`config.mk`:
```
export PLATFORM = sky130hd
export DESIGN_NAME = game_round_ctrl_flat
export DESIGN_NICKNAME = d
export VERILOG_FILES = /design/src/rtl/game_round_ctrl_if.sv /design/src/rtl/game_round_ctrl.sv /design/src/flat_wrapper.sv
export SDC_FILE = /design/constraint.sdc
export NUM_CORES = 1
export LEC_CHECK = 0
export CAP_MARGIN = 20
export CELL_PAD_IN_SITES_DETAIL_PLACEMENT = 0
export CELL_PAD_IN_SITES_GLOBAL_PLACEMENT = 1
export CORE_UTILIZATION = 41
export CTS_CLUSTER_SIZE = 40
export DETAILED_ROUTE_END_ITERATION = 7
export PLACE_DENSITY_LB_ADDON = 0.1
export SLEW_MARGIN = 10
export SYNTH_ARGS = -nofsm -noshare
export SYNTH_HDL_FRONTEND = slang
export SYNTH_SLANG_ARGS = --single-unit
```
`constraint.sdc`:
```
create_clock -name clk -period 2.4 [get_ports clk]
set_input_delay 0.48 -clock clk [delete_from_list [all_inputs] [get_ports clk]]
set_output_delay 0.48 -clock clk [all_outputs]
set_load 0.05 [all_outputs]
```
`src/rtl/game_round_ctrl_if.sv`:
```
// Keypad/display-side signal bundle for the guessing-game round sequencer.
// The master drives guesses and commands; the slave is the sequencer itself.
interface game_round_ctrl_if;
  logic       iStart;
  logic       iLoad;
  logic [3:0] iNum1;
  logic [3:0] iNum2;
  logic [3:0] iNum3;
  logic       iNumRdy;
  logic [2:0] oState;
  logic [1:0] oHintA;
  logic [1:0] oHintB;
  logic       oHintRdy;
  logic       oBadGuess;
  logic [3:0] oTries;
  logic [3:0] oGuess1;
  logic [3:0] oGuess2;
  logic [3:0] oGuess3;
  logic [3:0] oSecret1;
  logic [3:0] oSecret2;
  logic [3:0] oSecret3;

  modport master (
    output iStart, iLoad, iNum1, iNum2, iNum3, iNumRdy,
    input  oState, oHintA, oHintB, oHintRdy, oBadGuess, oTries,
           oGuess1, oGuess2, oGuess3, oSecret1, oSecret2, oSecret3
  );

  modport slave (
    input  iStart, iLoad, iNum1, iNum2, iNum3, iNumRdy,
    output oState, oHintA, oHintB, oHintRdy, oBadGuess, oTries,
           oGuess1, oGuess2, oGuess3, oSecret1, oSecret2, oSecret3
  );
endinterface

```
`src/rtl/game_round_ctrl.sv`:
```
// Round sequencer for the 3-digit xAyB guessing game: owns the secret, scores
// guesses, counts attempts and tracks win/lose. Every output is registered.
module game_round_ctrl #(
  parameter int          MAX_TRIES = 10,
  parameter logic [15:0] LFSR_SEED = 16'hACE1
) (
  input  logic               clk,
  input  logic               reset,
  game_round_ctrl_if.slave   bus
);

  typedef enum logic [2:0] {
    IDLE  = 3'd0,
    GEN   = 3'd1,
    PLAY  = 3'd2,
    CHECK = 3'd3,
    SHOW  = 3'd4,
    WIN   = 3'd5,
    LOSE  = 3'd6
  } state_t;

  // Element 0 is the leftmost digit (iNum1 / LFSR[3:0]).
  typedef logic [2:0][3:0] digits_t;

  function automatic logic is_valid(input digits_t d);
    return (d[0] <= 4'd9) && (d[1] <= 4'd9) && (d[2] <= 4'd9) &&
           (d[0] != d[1]) && (d[0] != d[2]) && (d[1] != d[2]);
  endfunction

  function automatic logic [1:0] count_a(input digits_t g, input digits_t s);
    logic [1:0] n;
    n = '0;
    for (int i = 0; i < 3; i++)
      if (g[i] == s[i]) n = n + 2'd1;
    return n;
  endfunction

  // Both sets are valid whenever this is used, so the count never exceeds 3.
  function automatic logic [1:0] count_b(input digits_t g, input digits_t s);
    logic [1:0] n;
    n = '0;
    for (int i = 0; i < 3; i++)
      for (int j = 0; j < 3; j++)
        if ((i != j) && (g[i] == s[j])) n = n + 2'd1;
    return n;
  endfunction

  state_t      state_q,    state_d;
  logic [15:0] lfsr_q,     lfsr_d;
  digits_t     secret_q,   secret_d;
  digits_t     guess_q,    guess_d;
  digits_t     osecret_q,  osecret_d;
  logic [1:0]  hint_a_q,   hint_a_d;
  logic [1:0]  hint_b_q,   hint_b_d;
  logic        hint_rdy_q, hint_rdy_d;
  logic        bad_q,      bad_d;
  logic [3:0]  tries_q,    tries_d;

  logic    lfsr_fb;
  digits_t num_in;
  digits_t gen_cand;

  assign lfsr_fb  = lfsr_q[15] ^ lfsr_q[13] ^ lfsr_q[12] ^ lfsr_q[10];
  assign num_in   = {bus.iNum3, bus.iNum2, bus.iNum1};
  assign gen_cand = lfsr_q[11:0];

  always_comb begin
    state_d    = state_q;
    lfsr_d     = {lfsr_q[14:0], lfsr_fb};
    secret_d   = secret_q;
    guess_d    = guess_q;
    hint_a_d   = hint_a_q;
    hint_b_d   = hint_b_q;
    hint_rdy_d = 1'b0;
    bad_d      = 1'b0;
    tries_d    = tries_q;

    case (state_q)
      IDLE: begin
        if (bus.iStart) begin
          state_d = GEN;
        end else if (bus.iLoad) begin
          if (is_valid(num_in)) begin
            secret_d = num_in;
            tries_d  = '0;
            state_d  = PLAY;
          end else begin
            bad_d = 1'b1;
          end
        end
      end
      GEN: begin
        if (is_valid(gen_cand)) begin
          secret_d = gen_cand;
          tries_d  = '0;
          state_d  = PLAY;
        end
      end
      PLAY: begin
        if (bus.iStart) begin
          state_d = GEN;
        end else if (bus.iNumRdy) begin
          if (is_valid(num_in)) begin
            guess_d = num_in;
            state_d = CHECK;
          end else begin
            bad_d = 1'b1;
          end
        end
      end
      CHECK: begin
        hint_a_d   = count_a(guess_q, secret_q);
        hint_b_d   = count_b(guess_q, secret_q);
        tries_d    = tries_q + 4'd1;
        hint_rdy_d = 1'b1;
        state_d    = SHOW;
      end
      SHOW: begin
        if (hint_a_q == 2'd3)                state_d = WIN;
        else if (tries_q == 4'(MAX_TRIES))   state_d = LOSE;
        else                                 state_d = PLAY;
      end
      WIN, LOSE: begin
        if (bus.iStart) state_d = GEN;
      end
      default: state_d = IDLE;
    endcase

    // The secret is only revealed once the round is decided.
    osecret_d = ((state_d == WIN) || (state_d == LOSE)) ? secret_d : '0;
  end

  always_ff @(posedge clk) begin
    if (reset) begin
      state_q    <= IDLE;
      lfsr_q     <= LFSR_SEED;
      secret_q   <= '0;
      guess_q    <= '0;
      osecret_q  <= '0;
      hint_a_q   <= '0;
      hint_b_q   <= '0;
      hint_rdy_q <= 1'b0;
      bad_q      <= 1'b0;
      tries_q    <= '0;
    end else begin
      state_q    <= state_d;
      lfsr_q     <= lfsr_d;
      secret_q   <= secret_d;
      guess_q    <= guess_d;
      osecret_q  <= osecret_d;
      hint_a_q   <= hint_a_d;
      hint_b_q   <= hint_b_d;
      hint_rdy_q <= hint_rdy_d;
      bad_q      <= bad_d;
      tries_q    <= tries_d;
    end
  end

  assign bus.oState    = state_q;
  assign bus.oHintA    = hint_a_q;
  assign bus.oHintB    = hint_b_q;
  assign bus.oHintRdy  = hint_rdy_q;
  assign bus.oBadGuess = bad_q;
  assign bus.oTries    = tries_q;
  assign bus.oGuess1   = guess_q[0];
  assign bus.oGuess2   = guess_q[1];
  assign bus.oGuess3   = guess_q[2];
  assign bus.oSecret1  = osecret_q[0];
  assign bus.oSecret2  = osecret_q[1];
  assign bus.oSecret3  = osecret_q[2];

endmodule

```
`src/flat_wrapper.sv`:
```
// flat-port wrapper written by rule: the top's interface ports become plain ports
module game_round_ctrl_flat 
#(
  parameter int          MAX_TRIES = 10,
  parameter logic [15:0] LFSR_SEED = 16'hACE1
)
  (clk, reset, bus_iStart, bus_iLoad, bus_iNum1, bus_iNum2, bus_iNum3, bus_iNumRdy, bus_oState, bus_oHintA, bus_oHintB, bus_oHintRdy, bus_oBadGuess, bus_oTries, bus_oGuess1, bus_oGuess2, bus_oGuess3, bus_oSecret1, bus_oSecret2, bus_oSecret3);
  game_round_ctrl_if bus_i ();
  input  logic clk;
  input  logic reset;
  input wire logic [$bits(bus_i.iStart)-1:0] bus_iStart;
  input wire logic [$bits(bus_i.iLoad)-1:0] bus_iLoad;
  input wire logic [$bits(bus_i.iNum1)-1:0] bus_iNum1;
  input wire logic [$bits(bus_i.iNum2)-1:0] bus_iNum2;
  input wire logic [$bits(bus_i.iNum3)-1:0] bus_iNum3;
  input wire logic [$bits(bus_i.iNumRdy)-1:0] bus_iNumRdy;
  output wire logic [$bits(bus_i.oState)-1:0] bus_oState;
  output wire logic [$bits(bus_i.oHintA)-1:0] bus_oHintA;
  output wire logic [$bits(bus_i.oHintB)-1:0] bus_oHintB;
  output wire logic [$bits(bus_i.oHintRdy)-1:0] bus_oHintRdy;
  output wire logic [$bits(bus_i.oBadGuess)-1:0] bus_oBadGuess;
  output wire logic [$bits(bus_i.oTries)-1:0] bus_oTries;
  output wire logic [$bits(bus_i.oGuess1)-1:0] bus_oGuess1;
  output wire logic [$bits(bus_i.oGuess2)-1:0] bus_oGuess2;
  output wire logic [$bits(bus_i.oGuess3)-1:0] bus_oGuess3;
  output wire logic [$bits(bus_i.oSecret1)-1:0] bus_oSecret1;
  output wire logic [$bits(bus_i.oSecret2)-1:0] bus_oSecret2;
  output wire logic [$bits(bus_i.oSecret3)-1:0] bus_oSecret3;
  assign bus_i.iStart = bus_iStart;
  assign bus_i.iLoad = bus_iLoad;
  assign bus_i.iNum1 = bus_iNum1;
  assign bus_i.iNum2 = bus_iNum2;
  assign bus_i.iNum3 = bus_iNum3;
  assign bus_i.iNumRdy = bus_iNumRdy;
  assign bus_oState = bus_i.oState;
  assign bus_oHintA = bus_i.oHintA;
  assign bus_oHintB = bus_i.oHintB;
  assign bus_oHintRdy = bus_i.oHintRdy;
  assign bus_oBadGuess = bus_i.oBadGuess;
  assign bus_oTries = bus_i.oTries;
  assign bus_oGuess1 = bus_i.oGuess1;
  assign bus_oGuess2 = bus_i.oGuess2;
  assign bus_oGuess3 = bus_i.oGuess3;
  assign bus_oSecret1 = bus_i.oSecret1;
  assign bus_oSecret2 = bus_i.oSecret2;
  assign bus_oSecret3 = bus_i.oSecret3;
  game_round_ctrl #(.MAX_TRIES(MAX_TRIES), .LFSR_SEED(LFSR_SEED)) u_core (.clk(clk), .reset(reset), .bus(bus_i));
endmodule
```
==> flow_metrics.env, run 1 <==
export IMPL_outcome="complete, no violations"
export IMPL_dpl_hpwl_mm=7.43
export IMPL_wirelength_mm=9.95
export IMPL_path_buf_inv=2
export IMPL_top_usage_layer="met2"
export IMPL_synthCells=385
export IMPL_gp_congestion=0.903
export IMPL_cp_top_family="simple AND/OR/NAND/NOR gates"
export IMPL_synth_edf_count=0
export IMPL_grt_max_degree=29
export IMPL_ys_seq_elements=65
export IMPL_slowest_stage="clkdlybuf4s50_1"
export IMPL_startpoint_type="primary input"
export IMPL_layout_min_cycle_time_ns=2.33
export IMPL_final_area_um2=4670
export IMPL_crit_required_ns=2.68
export IMPL_grt_pass1_wl_mm=15.4
export IMPL_finalNonFillerCells=586
export IMPL_num_vias=3025
export IMPL_rsz0062_at_grt="false"
export IMPL_fin_ws_ns=0.0710
export IMPL_power_density_nw_per_um2=581
export IMPL_worst_pin_slew_ns=0.788
export IMPL_start_util_pct=42.5
export IMPL_p_sw_share_pct=28.1
export IMPL_drc=0
export IMPL_cts_sinks=65
export IMPL_cts_root_buf="clkbuf_8"
export IMPL_p_int_mw=1.95
export IMPL_leakagePower_nw=1.98
export IMPL_drv_cap=0
export IMPL_yosysSeqAreaShare_pct=37.1
export IMPL_setup_viol=0
export IMPL_hold_path_class="flip-flop to flip-flop"
export IMPL_synth_most_common_cell="dfxtp_1"
export IMPL_drtIter0Drc=178
export IMPL_synthesis_nets=408
export IMPL_power_frac_comb_pct=17.8
export IMPL_layout_drive_gt1_share_pct=18.7
export IMPL_critical_path_peak_fanout=6
export IMPL_switchingPower_mw=0.762
export IMPL_placed_cells=569
export IMPL_clkTransAtPathRegs_ns=0.08
export IMPL_pwr_share_clk_pct=39.4
export IMPL_postLayoutCoreUtil_pct=56.5
export IMPL_die_x_um=94.5
export IMPL_wl_per_cell_um=17.0
export IMPL_syn_avg_cell_area_um2=9.11
export IMPL_cts_made_buffers=9
export IMPL_ys_warn_count=0
export IMPL_clockBufferDepth=2
export IMPL_row_count=33
export IMPL_vias_per_cell=5.16
export IMPL_path_cells="clkdlybuf4s50_1 -> xor2_1 -> nor4_2 -> nor2_2 -> and2_2 -> buf_4 -> o311ai_1 -> nor2b_1"
export IMPL_fin_crit_sh_pct=97.0
export IMPL_clock_fmax_mhz=429
export IMPL_cts_max_level=3
export IMPL_crit_type="primary input to flip-flop"
export IMPL_die_area_um2=8920
export IMPL_synth_cell_type_count=46
export IMPL_grt_antenna_before_repair=0
export IMPL_netlist_area_um2=3510
export IMPL_synthToLayoutAreaGrowth_pct=33.1
export IMPL_grtUsageMet3_pct=4.27
export IMPL_power_frac_seq_pct=42.7
export IMPL_grt_pass1_vias=2887
export IMPL_nNetsFinal=499
export IMPL_grt_met1_usage_pct=32.0
export IMPL_placedInstanceArea_um2=4420
export IMPL_setup_worst_path_end_class="flip-flop"
export IMPL_finalHoldViolations=0
export IMPL_drtPass1Iterations=4
export IMPL_ir_worst_vdd_mv=0.359
export IMPL_gr_usage_all_layers_pct=23.4
export IMPL_clk_latency_ns=0.35
export IMPL_insertedDiodeCount=0
export IMPL_relSlewSlack_pct=47.0
export IMPL_async_flop_share_pct=0
export IMPL_yosysTopAreaCell="dfxtp_1"
export IMPL_synth_common_cells="dfxtp_1 (65), xor2_1 (42), nand3_1 (27)"
export IMPL_grt_overflow=0
export IMPL_ios=54
export IMPL_ant_nets=0
export IMPL_slew_violations=0
export IMPL_synth_area_leaders="dfxtp_1 (37%), xor2_1 (10%), xnor2_1 (5.7%), nand3_1 (3.9%), nor2b_1 (3.7%)"
export IMPL_crit_path_max_incr_delay_ns=0.50
export IMPL_pre_cts_ws_ns=-0.370
export IMPL_cts_tree="yes"
export IMPL_die_y_um=94.5
export IMPL_synth_top_cell_area_share_pct=37.1
export IMPL_hold_buffers=0
export IMPL_core_area_um2=8260
export IMPL_port_buffers=53
export IMPL_grt_util_met2_pct=36.7
export IMPL_ys_flop_type="dfxtp_1"
export IMPL_fin_skew_ns=0.00955
export IMPL_cp_arrival_ns=2.61
[repair_timing]
item / 4_1_cts / 5_1_grt
gates resized for setup: 2 / 10
buffers inserted: 0 / 0
gates cloned: 0 / 1
pin swaps: 0 / 1
setup endpoints to repair: 3 / 25
[metrics by stage]
stage | total power, mW | hold WS, ns | TNS, ns
3_5_place_dp | 1.66 | 0.397 | -9.94
4_1_cts | 2.72 | 0.419 | 0
6_report | 2.71 | 0.416 | 0
2_1_floorplan | 1.48 | 0.389 | 0
5_1_grt | 2.83 | 0.439 | 0
3_3_place_gp | 1.65 | 0.394 | -9.76
[final timing paths]
check | start | to | slack, ns | cells past startpoint
worst max-delay path | bus_iNum2[2] | u_core.secret_q[7]$_SDFF_PP0_ | 0.07 | 8
worst min-delay path | u_core.lfsr_q[14]$_SDFF_PP0_ | u_core.lfsr_q[15]$_SDFF_PP1_ | 0.42 | 1
worst max register to register | u_core.bus.oGuess1[3]$_SDFFE_PP0P_ | u_core.bus.oHintB[1]$_SDFFE_PP0P_ | 0.18 | 7
worst min register to register | u_core.lfsr_q[14]$_SDFF_PP0_ | u_core.lfsr_q[15]$_SDFF_PP1_ | 0.42 | 1
[power by group through the flow]
stage	clock (mW)	sequential [mW]	combinational [mW]
floorplan	0	1.19	0.293
global placement	0	1.18	0.470
detailed placement	0	1.18	0.477
CTS	1.08	1.16	0.480
global route	1.14	1.16	0.527
finish	1.07	1.16	0.484
[registers in the layout, summed over array words and instances, names as in the netlist]
register,count
u_core.bus.oBadGuess,1
u_core.bus.oGuess1,4
u_core.bus.oGuess2,4
u_core.bus.oGuess3,4
u_core.bus.oHintA,2
u_core.bus.oHintB,2
u_core.bus.oHintRdy,1
u_core.bus.oSecret1,4
u_core.bus.oSecret2,4
u_core.bus.oSecret3,4
u_core.bus.oState,3
u_core.bus.oTries,4
u_core.lfsr_q,16
u_core.secret_q,12
[placed cells by master, fill, tap and decap left out, types with 3 or more instances in the layout]
cell and n:
nor4_4 4, nand2_1 13, xnor2_1 23, clkbuf_8 10, dfxtp_1 61, nand2b_1 10, nand3_1 27, ha_1 6
a211oi_1 3, nor2_1 22, or3_1 3, nor4_2 4, and2_1 10, nor2b_1 21, a31oi_1 3, and2_2 3
o311ai_1 7, a21o_1 3, o21ai_0 12, or2_2 7, nor3_1 4, o311ai_0 5, and2_4 3, inv_1 21
nand4_1 7, dfxtp_2 4, buf_4 43, mux2i_1 12, a21oi_1 6, xor2_1 42, clkdlybuf4s50_1 51, nor4_1 3
[kinds of logic (layout without fill, tap and decap cells)]
logic type | count (synthesis) | count (layout) | synth area share [%]
and+or+nand+nor | 145 | 145 | 25.0
buffers and inverters | 39 | 134 | 4.96
adders and majority gates | 6 | 6 | 2.14
muxes | 13 | 13 | 3.75
xor gates and xnor gates | 66 | 66 | 16.7
AOI/OAI and AO/OA | 51 | 52 | 10.3
DFF | 65 | 65 | 37.1
[layer usage]
metal | part of all wire, % | up-vias
li1 | - | 1502
met1 | 49 | 1429
met2 | 45 | 78
met3 | 4.3 | 16
met4 | 1.9 | 0
met5 | 0 | -
[layout make-up]
| type | instances | area (um2) |
|---|---|---|
| Fill cell | 769 | 3590 |
| Multi-Input combinational cell | 282 | 2050 |
| Sequential cell | 65 | 1310 |
| Timing Repair Buffer | 97 | 878 |
| Clock buffer | 11 | 141 |
| Tap cell | 105 | 131 |
| Clock inverter | 5 | 78.8 |
| Inverter | 21 | 78.8 |
Note: power is estimated with default switching activity, not from simulation.
==> run 2, diff against run 1 <==
CORE_MARGIN = 2   (was unset)
TNS_END_PERCENT = 20   (was unset)
==> run 2 against run 1 <==
Effect of this change:
- register-to-register slack about the same
- non-clock buffer count fell by 1
- via count fell by 0.69%
- final area grew 0.29%
- first-iteration DRC count shrank 4.5%
- critical path type unchanged
- cell count fell by 0.34%
- power grew 4.1%
==> flow_metrics.env, run 2 (synthesized netlist as in run 1, its figures left out) <==
export IMPL_outcome="complete, no violations"
export IMPL_ios=54
export IMPL_die_x_um=96.5
export IMPL_reg2reg_from="u_core.bus.oGuess1[3]$_SDFFE_PP0P_"
export IMPL_grt_overflow=0
export IMPL_slowest_stage="clkdlybuf4s50_1"
export IMPL_fin_skew_ns=0.0109
export IMPL_worst_pin_slew_ns=0.745
export IMPL_crit_path_max_incr_delay_ns=0.65
export IMPL_setup_viol=0
export IMPL_grt_pass1_wl_mm=15.0
export IMPL_layout_drive_gt1_share_pct=18.8
export IMPL_core_area_um2=8260
export IMPL_num_vias=3004
export IMPL_die_area_um2=9310
export IMPL_cts_tree="yes"
export IMPL_largest_register_ffs=16
export IMPL_final_common_cell="dfxtp_1"
export IMPL_start_util_pct=42.5
export IMPL_row_count=33
export IMPL_final_cell_mix="dfxtp_1 (61), clkdlybuf4s50_1 (53), xor2_1 (42), buf_4 (42), nand3_1 (27)"
export IMPL_top_regs="u_core.lfsr_q x16, u_core.secret_q x12"
export IMPL_grt_pass1_vias=2818
export IMPL_startpoint="bus_iNum2[3]"
export IMPL_startpoint_type="primary input"
export IMPL_hold_buffers=0
export IMPL_critical_path_peak_fanout=12
export IMPL_r2r_cells=7
export IMPL_clockBufferDepth=2
export IMPL_wl_per_cell_um=16.1
export IMPL_insertedDiodeCount=0
export IMPL_drtIter0Drc=170
export IMPL_drtPass1Iterations=4
export IMPL_routed_wl_met3_um=475
export IMPL_dpl_hpwl_mm=7.18
export IMPL_clkTransAtPathRegs_ns=0.08
export IMPL_met1Wirelength_mm=4.63
export IMPL_fin_crit_sh_pct=97.1
export IMPL_wirelength_mm=9.38
export IMPL_slew_violations=0
export IMPL_finalHoldViolations=0
export IMPL_hold_path_class="flip-flop to flip-flop"
export IMPL_rsz0062_at_grt="true"
export IMPL_cts_root_buf="clkbuf_8"
export IMPL_cts_sinks=65
export IMPL_power_frac_comb_pct=17.3
export IMPL_ff2ff_setup_slack_ns=0.18
export IMPL_power_density_nw_per_um2=603
export IMPL_drv_cap=0
export IMPL_ant_nets=0
export IMPL_max_flop_register="u_core.lfsr_q"
export IMPL_nNetsFinal=497
export IMPL_clk_latency_ns=0.35
export IMPL_total_power_mw=2.82
export IMPL_cp_arrival_ns=2.57
export IMPL_path_cells="clkdlybuf4s50_1 -> xor2_1 -> nor4_4 -> nor2_1 -> and4_4 -> o41a_1 -> and2_2"
export IMPL_layout_min_cycle_time_ns=2.33
export IMPL_cts_max_level=3
export IMPL_dr_max_layer_used="met4"
export IMPL_drc=0
export IMPL_pwr_share_clk_pct=41.8
export IMPL_grt_max_degree=28
export IMPL_ir_worst_vdd_mv=0.315
export IMPL_relSlewSlack_pct=49.9
export IMPL_power_frac_seq_pct=40.9
export IMPL_gp_congestion=0.942
export IMPL_leakagePower_nw=1.94
export IMPL_p_sw_share_pct=26.9
export IMPL_dr_wl_met2_mm=4.12
export IMPL_crit_type="primary input to flip-flop"
export IMPL_clock_fmax_mhz=429
export IMPL_switchingPower_mw=0.760
export IMPL_setup_worst_path_end_class="flip-flop"
export IMPL_hold_ws_ns=0.414
export IMPL_port_buffers=53
export IMPL_cts_made_buffers=9
export IMPL_gr_usage_all_layers_pct=21.5
export IMPL_synthToLayoutAreaGrowth_pct=33.5
export IMPL_reg2reg_to="u_core.bus.oHintB[1]$_SDFFE_PP0P_"
export IMPL_p_int_mw=2.06
export IMPL_crit_required_ns=2.64
export IMPL_die_y_um=96.5
export IMPL_vias_per_cell=5.14
export IMPL_critPathCapture="u_core.bus.oSecret3[2]$_SDFF_PP0_"
export IMPL_grt_antenna_before_repair=0
-- run 2: changes by cell type in the layout (fill, tap and decap cells not counted), moves of 2 or more --
cell,before,now
clkdlybuf4s50_1,51,53
o311ai_0,5,9
dlymetal6s2s_1,2,0
clkinv_2,2,0
clkinvlp_4,0,2
o311ai_1,7,3
-- run 2: critical path: cells and delay by family --
kind	cells	cell delay (ns)
buf+inv	1	0.65
xor+xnor	1	0.15
compound gates	1	0.46
simple gates	4	0.82
-- run 2: repair_timing --
action | CTS | global route
gates resized for setup | 0 | 7
setup endpoints to repair | 1 | 29
hold endpoints to repair | 0 | 0
buffers inserted | 0 | 0
pin swaps | 1 | 0
-- run 2: worst min-delay path by stage --
stage / startpoint / endpoint / cells past startpoint / slack (ns)
after floorplan: u_core.lfsr_q[14]$_SDFF_PP0_ / u_core.lfsr_q[15]$_SDFF_PP1_ / 1 / 0.39
after global placement: u_core.lfsr_q[14]$_SDFF_PP0_ / u_core.lfsr_q[15]$_SDFF_PP1_ / 1 / 0.40
after detailed placement: u_core.lfsr_q[14]$_SDFF_PP0_ / u_core.lfsr_q[15]$_SDFF_PP1_ / 1 / 0.40
after CTS: u_core.lfsr_q[14]$_SDFF_PP0_ / u_core.lfsr_q[15]$_SDFF_PP1_ / 1 / 0.42
after global routing: u_core.lfsr_q[14]$_SDFF_PP0_ / u_core.lfsr_q[15]$_SDFF_PP1_ / 1 / 0.43
final: u_core.lfsr_q[14]$_SDFF_PP0_ / u_core.lfsr_q[15]$_SDFF_PP1_ / 1 / 0.41
-- run 2: power groups by stage --
| stage | Clock [mW] | Sequential, mW | Combinational (mW) |
|---|---|---|---|
| after floorplan | 0 | 1.19 | 0.293 |
| after global placement | 0 | 1.18 | 0.477 |
| after detailed placement | 0 | 1.18 | 0.483 |
| after CTS | 1.20 | 1.15 | 0.485 |
| after global routing | 1.25 | 1.16 | 0.534 |
| final | 1.18 | 1.16 | 0.487 |
-- run 2: per-stage QoR --
| step | instances | cell area (um2) | worst slack [ns] | setup TNS, ns | util (%) |
|---|---|---|---|---|---|
| detailed placement | 568 | 4410 | -0.368 | -9.56 | 53.4 |
| floorplan | 385 | 3510 | 0.112 | 0 | - |
| global route | 584 | 4680 | -0.0262 | -0.0262 | 56.7 |
| finish | 584 | 4680 | 0.0695 | 0 | 56.7 |
| global placement | 568 | 4410 | -0.360 | -9.24 | 53.4 |
| CTS | 584 | 4660 | 0.000796 | 0 | 56.5 |
-- run 2: final cells by class --
cell class / count / area, um2
inverter: 21 / 78.8
timing repair buffer: 96 / 866
sequential: 65 / 1310
clock buffer: 10 / 138
tap: 105 / 131
multi-input combinational: 281 / 2050
clock inverter: 6 / 114
fill: 772 / 3580
-- run 2: metal layers --
metal  vias to the layer above  track usage [%]
li1                       1491                -
met1                      1428             31.1
met2                        74             31.9
met3                        11             3.88
met4                         0             7.51
met5                         -                0
==> run 3, diff against run 2 <==
ABC_AREA = 1   (was unset)
CORE_UTILIZATION = 39   (was 41)
SETUP_SLACK_MARGIN = 0.2   (was unset)
==> run 3 against run 2 <==
Effect of this change:
- global-route usage grew 0.54 points
- critical path type is now flip-flop to output port
- cell count grew 34%
- sequential power is essentially flat
- highest routed layer unchanged
- largest cell class unchanged
- setup slack gained 0.15 ns
- utilization shrank 4.8 points
- non-clock buffer count shrank 11
- final area grew 6.8%
- worst hold slack gained 0.0049 ns
- critical endpoint is now bus_oGuess1[2]
==> flow_metrics.env, run 3 <==
export IMPL_critical_path_peak_fanout=5
export IMPL_grt_max_degree=22
export IMPL_cts_sinks=65
export IMPL_slew_violations=0
export IMPL_cts_made_buffers=9
export IMPL_r2r_cells=15
export IMPL_die_y_um=103
export IMPL_largest_register_ffs=16
export IMPL_dr_max_layer_used="met4"
export IMPL_startpoint="u_core.bus.oGuess1[2]$_SDFFE_PP0P_"
export IMPL_crit_required_ns=1.92
export IMPL_drtIter0Drc=145
export IMPL_ant_nets=0
export IMPL_grt_overflow=0
export IMPL_setup_viol=0
export IMPL_total_power_mw=3.02
export IMPL_hold_path_class="flip-flop to flip-flop"
export IMPL_insertedDiodeCount=0
export IMPL_async_flop_share_pct=0
export IMPL_dr_wl_met2_mm=5.21
export IMPL_synthesis_nets=595
export IMPL_netlist_area_um2=3810
export IMPL_ys_flop_type="dfxtp_1"
export IMPL_synth_edf_count=0
export IMPL_synth_compound_area_share_pct=8.04
export IMPL_syn_avg_cell_area_um2=6.67
export IMPL_gr_usage_all_layers_pct=22.0
export IMPL_worst_pin_slew_ns=0.605
export IMPL_synth_xor_area_share_pct=10.6
export IMPL_crit_type="flip-flop to output port"
export IMPL_ys_seq_elements=65
export IMPL_grt_pass1_vias=3457
export IMPL_synth_most_common_cell="nand2_1"
export IMPL_cp_arrival_ns=1.70
export IMPL_power_density_nw_per_um2=605
export IMPL_ios=54
export IMPL_reg2reg_from="u_core.bus.oGuess1[0]$_SDFFE_PP0P_"
export IMPL_fin_skew_ns=0.0150
export IMPL_gp_congestion=0.902
export IMPL_wirelength_mm=11.1
export IMPL_row_count=36
export IMPL_synth_cell_type_count=31
export IMPL_synth_mux_area_fraction_pct=0
export IMPL_clockBufferDepth=2
export IMPL_port_buffers=53
export IMPL_vias_per_cell=4.75
export IMPL_dpl_hpwl_mm=8.54
export IMPL_clkTransAtPathRegs_ns=0.08
export IMPL_ys_warn_count=0
export IMPL_ir_worst_vdd_mv=0.274
export IMPL_start_util_pct=39.6
export IMPL_hold_buffers=0
export IMPL_setup_worst_path_end_class="output port"
export IMPL_synthCells=572
export IMPL_die_area_um2=10600
export IMPL_layout_min_cycle_time_ns=2.18
export IMPL_slowest_stage="clkdlybuf4s50_1"
export IMPL_final_common_cell="nand2_1"
export IMPL_synth_top_cell_area_share_pct=34.1
export IMPL_final_cell_mix="nand2_1 (146), inv_1 (80), dfxtp_1 (61), clkdlybuf4s50_1 (48), nor2_1 (34)"
export IMPL_cts_max_level=3
export IMPL_leakagePower_nw=2.48
export IMPL_cts_root_buf="clkbuf_8"
export IMPL_rsz0062_at_grt="true"
export IMPL_ff2ff_setup_slack_ns=0.31
export IMPL_reg2reg_to="u_core.bus.oHintB[1]$_SDFFE_PP0P_"
export IMPL_relSlewSlack_pct=59.3
export IMPL_drc=0
export IMPL_finalHoldViolations=0
export IMPL_synth_top_family_by_area="simple AND/OR/NAND/NOR gates"
export IMPL_startpoint_type="flip-flop"
export IMPL_clk_latency_ns=0.35
export IMPL_synth_common_cells="nand2_1 (153), inv_1 (83), dfxtp_1 (65)"
export IMPL_die_x_um=103
export IMPL_yosysSeqAreaShare_pct=34.1
export IMPL_met1Wirelength_mm=5.19
export IMPL_path_buf_inv=1
export IMPL_cp_top_family="buffers and inverters"
export IMPL_hold_ws_ns=0.419
export IMPL_drtPass1Iterations=4
export IMPL_num_vias=3719
export IMPL_core_area_um2=9640
export IMPL_crit_cells=1
export IMPL_synthToLayoutAreaGrowth_pct=31.1
export IMPL_clock_fmax_mhz=458
export IMPL_fin_crit_sh_pct=90.9
export IMPL_grt_antenna_before_repair=0
export IMPL_nNetsFinal=668
export IMPL_routed_wl_met3_um=515
export IMPL_wl_per_cell_um=14.2
export IMPL_critPathCapture="bus_oGuess1[2]"
export IMPL_yosysTopAreaCell="dfxtp_1"
export IMPL_synth_simple_area_share_pct=32.6
export IMPL_top_regs="u_core.lfsr_q x16, u_core.secret_q x12"
export IMPL_outcome="complete, no violations"
export IMPL_cts_tree="yes"
export IMPL_synth_area_leaders="dfxtp_1 (34%), nand2_1 (15%), inv_1 (8.2%), xnor2_1 (7.6%), nand3_1 (4.7%)"
export IMPL_path_cells="clkdlybuf4s50_1"
export IMPL_layout_drive_gt1_share_pct=16.3
export IMPL_synthAdderAreaFrac_pct=1.97
export IMPL_fillers=1010
export IMPL_grt_pass1_wl_mm=17.8
export IMPL_max_flop_register="u_core.lfsr_q"
export IMPL_crit_path_max_incr_delay_ns=0.86
export IMPL_drv_cap=0
[run 3: cell count changes after synthesis, moves of 13 or more]
cell	delta
xor2_1	-29
inv_2	+13
nand2_1	+140
a21oi_1	+25
inv_1	+62
nor2b_1	-21
nand4_1	+14
[run 3: through the flow]
step	worst slack, ns	TNS (ns)	util (%)	instances	cell area, um2
4_1_cts	0.153	0	50.6	781	4880
3_3_place_gp	-0.0587	-0.407	47.7	761	4600
6_report	0.218	0	51.9	783	5000
5_1_grt	0.142	0	51.9	783	5000
2_1_floorplan	0.241	0	-	572	3820
3_5_place_dp	-0.0589	-0.376	47.7	761	4600
[run 3: per-layer routing]
layer,track usage [%],up-vias
met2,35.2,97
met4,8.40,0
met3,3.46,14
met5,0,-
li1,-,1920
met1,29.9,1688
[run 3: logic make-up (layout without fill, tap and decap cells)]
| logic type | after synthesis | count (layout) |
|---|---|---|
| buffers and inverters | 119 | 197 |
| AO/OA/AOI/OAI | 59 | 59 |
| flip-flops | 65 | 65 |
| AND/OR/NAND/NOR | 277 | 277 |
| adder cells (fa/ha/maj) | 6 | 6 |
| XOR/XNOR | 46 | 46 |
[run 3: how the worst min path moves through the flow]
stage | slack [ns] | cells after the start | end | start
after global routing | 0.44 | 1 | u_core.lfsr_q[15]$_SDFF_PP1_ | u_core.lfsr_q[14]$_SDFF_PP0_
after detailed placement | 0.41 | 1 | u_core.lfsr_q[15]$_SDFF_PP1_ | u_core.lfsr_q[14]$_SDFF_PP0_
after CTS | 0.42 | 1 | u_core.lfsr_q[15]$_SDFF_PP1_ | u_core.lfsr_q[14]$_SDFF_PP0_
after global placement | 0.40 | 1 | u_core.lfsr_q[15]$_SDFF_PP1_ | u_core.lfsr_q[14]$_SDFF_PP0_
after floorplan | 0.39 | 1 | u_core.lfsr_q[15]$_SDFF_PP1_ | u_core.lfsr_q[14]$_SDFF_PP0_
final | 0.42 | 1 | u_core.lfsr_q[15]$_SDFF_PP1_ | u_core.lfsr_q[14]$_SDFF_PP0_
[run 3: final cells by class]
type | instances | area (um2) | share of cell area, %
clock buffers | 11 | 141 | 2.83
inverters | 96 | 365 | 7.31
flip-flops and latches | 65 | 1310 | 26.2
clock inverters | 5 | 85.1 | 1.70
repair buffers | 85 | 792 | 15.8
well taps | 133 | 166 | 3.33
multi-input cells | 388 | 2140 | 42.8
[run 3: worst register-to-register path, cell delays in order (launching register included)]
cell	delay, ns
dfxtp_4	0.37
or2_4	0.23
a21oi_2	0.14
and3_4	0.23
inv_4	0.04
ha_4	0.25
inv_4	0.07
nand3_4	0.08
nand3_4	0.13
nand2_4	0.06
nand2_2	0.09
nand2_1	0.05
nand2_1	0.07
nand2_1	0.06
nand2_2	0.07
a21oi_2	0.05
[run 3: report_power, final]
| group | internal [mW] | total, mW | switching [mW] |
|---|---|---|---|
| clock network | 0.621 | 1.08 | 0.462 |
| registers | 1.11 | 1.17 | 0.0530 |
| logic | 0.323 | 0.775 | 0.452 |
[run 3: timing repair]
item / CTS / global route
endpoints found under the setup margin: 5 / 26
pin swaps: 1 / 16
setup buffers: 4 / 2
resized for setup: 9 / 30
